[src/rtl/writeback_stage_pkg.sv]
// writeback_stage_pkg
//   Shared definitions for the writeback stage: default widths, the reset value
//   of the register-file data bus, result-source encodings, load funct3 codes
//   and the FSM state type.
package writeback_stage_pkg;

  localparam int DATA_SIZE       = 32;
  localparam int REG_ADDR_SIZE   = 5;
  localparam int RETIRE_CNT_SIZE = 32;

  // Every bit of writeDate takes this value after reset.
  localparam logic DATA_BUS_RESET_BIT = 1'b0;

  typedef enum logic [1:0] {
    SRC_ALU  = 2'b00,
    SRC_LOAD = 2'b01,
    SRC_PC4  = 2'b10,
    SRC_RSVD = 2'b11
  } wb_src_e;

  localparam logic [2:0] F3_LB  = 3'b000;
  localparam logic [2:0] F3_LH  = 3'b001;
  localparam logic [2:0] F3_LW  = 3'b010;
  localparam logic [2:0] F3_LBU = 3'b100;
  localparam logic [2:0] F3_LHU = 3'b101;

  typedef enum logic {
    ST_IDLE      = 1'b0,
    ST_WAIT_LOAD = 1'b1
  } wb_state_e;

  function automatic logic is_load(input logic [1:0] src);
    return src == SRC_LOAD;
  endfunction

endpackage

[src/rtl/writeback_stage_load_aligner.sv]
// writeback_stage_load_aligner
//   Combinational load extraction: picks the byte or halfword addressed by
//   byte_off out of an aligned 32-bit word and sign/zero-extends it.
//   LW and any undefined funct3 pass the word through unmodified.
// Ports
//   word      in   DATA_W  raw aligned word from data memory
//   funct3    in   3       load type
//   byte_off  in   2       load address[1:0] (bit 0 ignored for halfwords)
//   result    out  DATA_W  extended load value
module writeback_stage_load_aligner
  import writeback_stage_pkg::*;
#(
  parameter int DATA_W = DATA_SIZE
) (
  input  logic [DATA_W-1:0] word,
  input  logic [2:0]        funct3,
  input  logic [1:0]        byte_off,
  output logic [DATA_W-1:0] result
);

  logic [7:0]  byte_sel;
  logic [15:0] half_sel;

  always_comb begin
    byte_sel = word[7:0];
    case (byte_off)
      2'd0: byte_sel = word[7:0];
      2'd1: byte_sel = word[15:8];
      2'd2: byte_sel = word[23:16];
      2'd3: byte_sel = word[31:24];
      default: byte_sel = word[7:0];
    endcase

    half_sel = byte_off[1] ? word[31:16] : word[15:0];

    case (funct3)
      F3_LB:   result = {{(DATA_W-8){byte_sel[7]}}, byte_sel};
      F3_LH:   result = {{(DATA_W-16){half_sel[15]}}, half_sel};
      F3_LBU:  result = {{(DATA_W-8){1'b0}}, byte_sel};
      F3_LHU:  result = {{(DATA_W-16){1'b0}}, half_sel};
      default: result = word;
    endcase
  end

endmodule

[src/rtl/writeback_stage.sv]
// writeback_stage
//   Final pipeline stage. Accepts retiring instructions from MEM, waits for the
//   data-memory load response where needed, extends the load, selects the
//   result (ALU / load / PC+4) and drives the register-file write port with a
//   one-cycle pulse per writing instruction. Counts retired instructions.
//
//   Optional feature macro: WB_FORWARD_EN adds fwdValid/fwdAddr/fwdData, which
//   present the value being committed combinationally, one cycle ahead of
//   writeEnable, for EX bypass.
//
// Ports
//   clk, resetN                  clock / asynchronous active-low reset
//   inValid, inReady             MEM handshake (inReady low while waiting on a load)
//   inRegWrite, inRd, inSrc      writeback control
//   inAluResult, inPcPlus4       result candidates
//   inFunct3, inByteOff          load type and address[1:0]
//   memRspValid, memRspData      data-memory load response
//   writeEnable/writeAddr/writeDate  registered register-file write port
//   retired                      retired-instruction count (wraps)
//
// state     | meaning
// ----------+----------------------------------------------------------
// IDLE      | ready; accepts and commits non-loads and same-cycle loads
// WAIT_LOAD | load accepted, holding its fields until memRspValid
module writeback_stage
  import writeback_stage_pkg::*;
#(
  parameter int DATA_W = DATA_SIZE,
  parameter int ADDR_W = REG_ADDR_SIZE,
  parameter int CNT_W  = RETIRE_CNT_SIZE
) (
  input  logic              clk,
  input  logic              resetN,
  input  logic              inValid,
  output logic              inReady,
  input  logic              inRegWrite,
  input  logic [ADDR_W-1:0] inRd,
  input  logic [1:0]        inSrc,
  input  logic [DATA_W-1:0] inAluResult,
  input  logic [DATA_W-1:0] inPcPlus4,
  input  logic [2:0]        inFunct3,
  input  logic [1:0]        inByteOff,
  input  logic              memRspValid,
  input  logic [DATA_W-1:0] memRspData,
  output logic              writeEnable,
  output logic [ADDR_W-1:0] writeAddr,
  output logic [DATA_W-1:0] writeDate,
  output logic [CNT_W-1:0]  retired
`ifdef WB_FORWARD_EN
  ,
  output logic              fwdValid,
  output logic [ADDR_W-1:0] fwdAddr,
  output logic [DATA_W-1:0] fwdData
`endif
);

  wb_state_e state;

  logic              cap_reg_write;
  logic [ADDR_W-1:0] cap_rd;
  logic [1:0]        cap_src;
  logic [2:0]        cap_funct3;
  logic [1:0]        cap_byte_off;

  logic              in_idle;
  logic              accept;
  logic              sel_reg_write;
  logic [ADDR_W-1:0] sel_rd;
  logic [1:0]        sel_src;
  logic [2:0]        sel_funct3;
  logic [1:0]        sel_byte_off;
  logic              commit;
  logic              commit_we;
  logic [DATA_W-1:0] load_value;
  logic [DATA_W-1:0] commit_data;

  // In IDLE the committing instruction is the one on the input bus; in
  // WAIT_LOAD it is the captured one.
  always_comb begin
    in_idle       = (state == ST_IDLE);
    accept        = inValid & in_idle;
    sel_reg_write = in_idle ? inRegWrite : cap_reg_write;
    sel_rd        = in_idle ? inRd       : cap_rd;
    sel_src       = in_idle ? inSrc      : cap_src;
    sel_funct3    = in_idle ? inFunct3   : cap_funct3;
    sel_byte_off  = in_idle ? inByteOff  : cap_byte_off;

    // memRspValid only matters when a load is being accepted or awaited.
    commit    = in_idle ? (accept & (!is_load(inSrc) | memRspValid)) : memRspValid;
    commit_we = commit & sel_reg_write & (sel_rd != '0);

    case (sel_src)
      SRC_LOAD: commit_data = load_value;
      SRC_PC4:  commit_data = inPcPlus4;
      default:  commit_data = inAluResult;
    endcase
  end

  assign inReady = in_idle;

  writeback_stage_load_aligner #(
    .DATA_W (DATA_W)
  ) u_load_aligner (
    .word     (memRspData),
    .funct3   (sel_funct3),
    .byte_off (sel_byte_off),
    .result   (load_value)
  );

  always_ff @(posedge clk or negedge resetN) begin
    if (!resetN) begin
      state         <= ST_IDLE;
      writeEnable   <= 1'b0;
      writeAddr     <= '0;
      writeDate     <= {DATA_W{DATA_BUS_RESET_BIT}};
      retired       <= '0;
      cap_reg_write <= 1'b0;
      cap_rd        <= '0;
      cap_src       <= '0;
      cap_funct3    <= '0;
      cap_byte_off  <= '0;
    end else begin
      writeEnable <= commit_we;
      if (commit_we) begin
        writeAddr <= sel_rd;
        writeDate <= commit_data;
      end
      // Instructions that do not write (rd==x0 or no regWrite) still retire.
      if (commit) begin
        retired <= retired + CNT_W'(1);
      end

      case (state)
        ST_IDLE: begin
          if (accept) begin
            cap_reg_write <= inRegWrite;
            cap_rd        <= inRd;
            cap_src       <= inSrc;
            cap_funct3    <= inFunct3;
            cap_byte_off  <= inByteOff;
            if (is_load(inSrc) && !memRspValid) begin
              state <= ST_WAIT_LOAD;
            end
          end
        end
        ST_WAIT_LOAD: begin
          if (memRspValid) begin
            state <= ST_IDLE;
          end
        end
        default: state <= ST_IDLE;
      endcase
    end
  end

`ifdef WB_FORWARD_EN
  assign fwdValid = commit_we;
  assign fwdAddr  = sel_rd;
  assign fwdData  = commit_data;
`endif

endmodule

[config.mk]
export PLATFORM = sky130hd
export DESIGN_NAME = writeback_stage
export DESIGN_NICKNAME = d
export VERILOG_FILES = /design/src/rtl/writeback_stage_pkg.sv /design/src/rtl/writeback_stage_load_aligner.sv /design/src/rtl/writeback_stage.sv
export SDC_FILE = /design/constraint.sdc
export NUM_CORES = 1
export LEC_CHECK = 0
export ABC_CLOCK_PERIOD_IN_PS = 7550
export BUFFER_PORTS_ARGS = -buffer_cell sky130_fd_sc_hd__clkbuf_2
export CAP_MARGIN = 20
export CORE_MARGIN = 4
export CORE_UTILIZATION = 40
export CTS_CLUSTER_SIZE = 30
export DETAILED_ROUTE_END_ITERATION = 8
export PLACE_DENSITY = 0.68
export SYNTH_ARGS = -nofsm -noshare
export SYNTH_HDL_FRONTEND = slang
export SYNTH_HIERARCHICAL = 1
export SYNTH_SLANG_ARGS = --single-unit
[constraint.sdc]
create_clock -name clk -period 7.55 [get_ports clk]
set_clock_uncertainty 0.15 [all_clocks]
set_input_delay 0.755 -clock clk [delete_from_list [all_inputs] [get_ports clk]]
set_output_delay 0.755 -clock clk [all_outputs]
set_load 0.05 [all_outputs]
==> impl_metrics.env <==
export IMPL_die_y_um=121
export IMPL_numCtsBuffers=9
export IMPL_ys_flop_type="dfrtp_1"
export IMPL_crit_path_start_kind="register"
export IMPL_powerDensity_mw_per_mm2=282
export IMPL_core_mm2=0.0122
export IMPL_fillers=1115
export IMPL_cts_sinks=84
export IMPL_hold_ws_ns=0.109
export IMPL_path_delay_family="multiplexers"
export IMPL_preCtsSetupSlack_ns=4.16
export IMPL_crit_fanout=18
export IMPL_worstPathCellList="mux2_2, nor2b_1, nor2_1, a22oi_1, o21ai_0, a22oi_1, o21ai_0, mux2_2"
export IMPL_drt_iter0_drc=301
export IMPL_synthArstFlopShare_pct=100
export IMPL_drive_above_1_share_pct=42.1
export IMPL_tightest_slew_ns=0.981
export IMPL_holdBufCountCts=0
export IMPL_met2RoutedLength_um=6980
export IMPL_rr_worst_depth=8
export IMPL_ant_nets=0
export IMPL_multiInputGateArea_mm2=0.00272
export IMPL_status="finished, final reports clean"
export IMPL_path_clk_slew_ns=0.06
export IMPL_m1WireLength_um=6180
export IMPL_drtPass1Iterations=5
export IMPL_crit_slowest_cell="dfrtp_1"
export IMPL_power_w=0.00180
export IMPL_regArea_mm2=0.00210
export IMPL_synthesis_area_mm2=0.00508
export IMPL_grt_pass1_wl_um=23600
export IMPL_wirelength_um=14900
export IMPL_num_rows=40
export IMPL_maxSlewHeadroom_pct=34.6
export IMPL_dieArea_mm2=0.0146
export IMPL_tns_ns=0
export IMPL_fin_ws_ns=4.11
export IMPL_leakage_nw=3.28
export IMPL_dp_hpwl_um=11100
export IMPL_rrSetupSlack_ns=4.11
export IMPL_slew_violations=0
export IMPL_cts_max_level=3
export IMPL_clock_latency_ns=0.34
export IMPL_crit_required_ns=7.63
export IMPL_max_freq_ghz=0.291
export IMPL_synth_edff_count=0
export IMPL_grtUsageTotal_pct=20.3
export IMPL_cts_setup_buffers=0
export IMPL_regToRegEndpoint="writeDate[3]"
export IMPL_r2r_start="state"
export IMPL_antenna_found_initial=0
export IMPL_synth_distinct_cells=44
export IMPL_cts_root_buf="clkbuf_16"
export IMPL_hold_viol=0
export IMPL_fin_crit_ns=3.44
export IMPL_viasPerCell=5.38
export IMPL_syn2layout_area_growth_pct=25.7
export IMPL_grt_overflow=0
export IMPL_synth_cells=497
export IMPL_end_kind="register"
export IMPL_antenna_cells=0
export IMPL_drv_cap=0
export IMPL_wl_per_cell_um=17.9
export IMPL_hold_path_class="primary input to asynchronous set/reset pin"
export IMPL_boundaryPins=184
export IMPL_setup_violations=0
export IMPL_cts_tree="yes"
export IMPL_numPortBuffers=183
export IMPL_cpPeakStageDelay_ns=0.80
export IMPL_ys_seq_area_share_pct=41.4
export IMPL_cts_max_path_buffers=2
export IMPL_die_w_um=121
export IMPL_syn_avg_cell_area_um2=10.2
export IMPL_synth_seq_cells=84
export IMPL_ys_warn_count=6
export IMPL_grt_max_degree=85
export IMPL_cts_resized=0
export IMPL_routabilityCongestion=0.923
export IMPL_irDropWorstVdd_mv=0.157
export IMPL_met3_wirelength_um=1310
export IMPL_finalCritPeriodShare_pct=45.6
export IMPL_grt_pass1_vias=4671
export IMPL_fin_nets=774
export IMPL_cp_startpoint="state"
export IMPL_path_buf_inv=0
export IMPL_num_vias=4467
export IMPL_rsz0062_at_grt="no"
export IMPL_crit_arrival_ns=3.52
export IMPL_route_detailed_drc=0
export IMPL_start_util_pct=41.6
export IMPL_maxUsedRoutingLayer="met4"
export IMPL_synthesis_nets=613
export IMPL_crit_type="register to register"
where the power goes:
group          total (W)  internal, W  switching, W  leakage, nW
combinational   0.000682     0.000211      0.000471         2.07
clock           0.000512     0.000331      0.000181        0.162
sequential      0.000603     0.000538     0.0000654         1.06
total            0.00180      0.00108      0.000718         3.28
worst register-to-register path: cells and delay by family (launching register included):
kind             cells  cell delay, ns
multiplexers         2            0.82
flip-flops           1            0.80
AND/OR/NAND/NOR      2            0.80
AO/OA/AOI/OAI        4            0.77
sequential cells by signal (all words and copies together), names as in the netlist, 2 cells and up:
register      cells
cap_src           2
writeDate        32
writeAddr         5
cap_byte_off      2
retired          32
cap_rd            5
cap_funct3        3
layer usage:
layer / vias up / GRT usage (%)
li1: 2106 / -
met1: 2138 / 25.3
met2: 195 / 33.3
met3: 28 / 5.38
met4: 0 / 8.78
met5: - / 0
area by class of cell:
class / instances / area share [%]
inverter: 13 / 0.765
tap: 168 / 3.30
clock inverter: 4 / 1.53
multi-input combinational: 364 / 42.6
timing repair buffer: 186 / 15.1
clock buffer: 11 / 3.81
sequential: 84 / 33.0
synth_stat cells (4+ instances only):
cell	number	area (um2)
a22o_1	7	61.3
buf_6	9	101
nor3_1	6	30.0
mux2_1	5	56.3
nor3_2	4	40.0
and4_1	6	52.6
nand3_1	12	60.1
nor4_1	8	50.1
nand4_1	4	25.0
nor2_1	8	30.0
nand2_1	93	349
clkbuf_1	20	75.1
dfrtp_1	84	2100
xor2_1	24	210
a22oi_1	46	345
xnor2_1	7	61.3
o21ai_0	42	210
mux2_2	41	462
mux2_4	21	315
buf_2	4	20.0
inv_1	13	48.8
layout by cell type (no fill, tap or decap), types with 2 or more instances in the layout:
cell type / count
nand3_1: 12
nand4_1: 4
nor3_2: 4
clkbuf_16: 9
a22o_1: 7
xnor2_1: 7
mux2i_1: 3
nand2_1: 93
and3_1: 2
nor2_1: 8
a22oi_1: 46
ha_1: 2
inv_1: 13
mux2_2: 41
nor4_4: 3
mux2_4: 21
clkbuf_2: 182
buf_4: 3
o21ai_0: 42
and4_1: 6
xor2_1: 24
nor2b_1: 2
dfrtp_1: 84
mux2_1: 5
nor4_2: 2
bufinv_16: 3
nor4_1: 8
nor3_1: 6
kinds of logic after synthesis:
| family | share of synthesized area (%) |
|---|---|
| adders and majority gates | 0.740 |
| xor gates and xnor gates | 5.35 |
| DFF | 41.4 |
| buffers and inverters | 5.13 |
| and+or+nand+nor | 16.4 |
| muxes | 17.5 |
| AOI/OAI and AO/OA | 13.5 |
metrics by stage:
| step | cell area (um2) | util (%) | instances |
|---|---|---|---|
| 2_1_floorplan | 5080 | - | 497 |
| 3_3_place_gp | 6010 | 49.2 | 814 |
| 3_5_place_dp | 6010 | 49.2 | 814 |
| 4_1_cts | 6350 | 52.0 | 829 |
| 5_1_grt | 6380 | 52.2 | 830 |
| 6_report | 6380 | 52.2 | 830 |
how the worst max path moves through the flow:
stage,slack [ns],cells after the start,end
after detailed placement,4.16,8,writeDate[0]
after CTS,4.15,8,writeDate[0]
after global routing,3.95,8,writeDate[3]
final,4.11,8,writeDate[3]
after global placement,4.23,8,writeDate[0]
after floorplan,4.60,12,writeDate[15]
No activity file was read; power rests on OpenSTA's default activity.
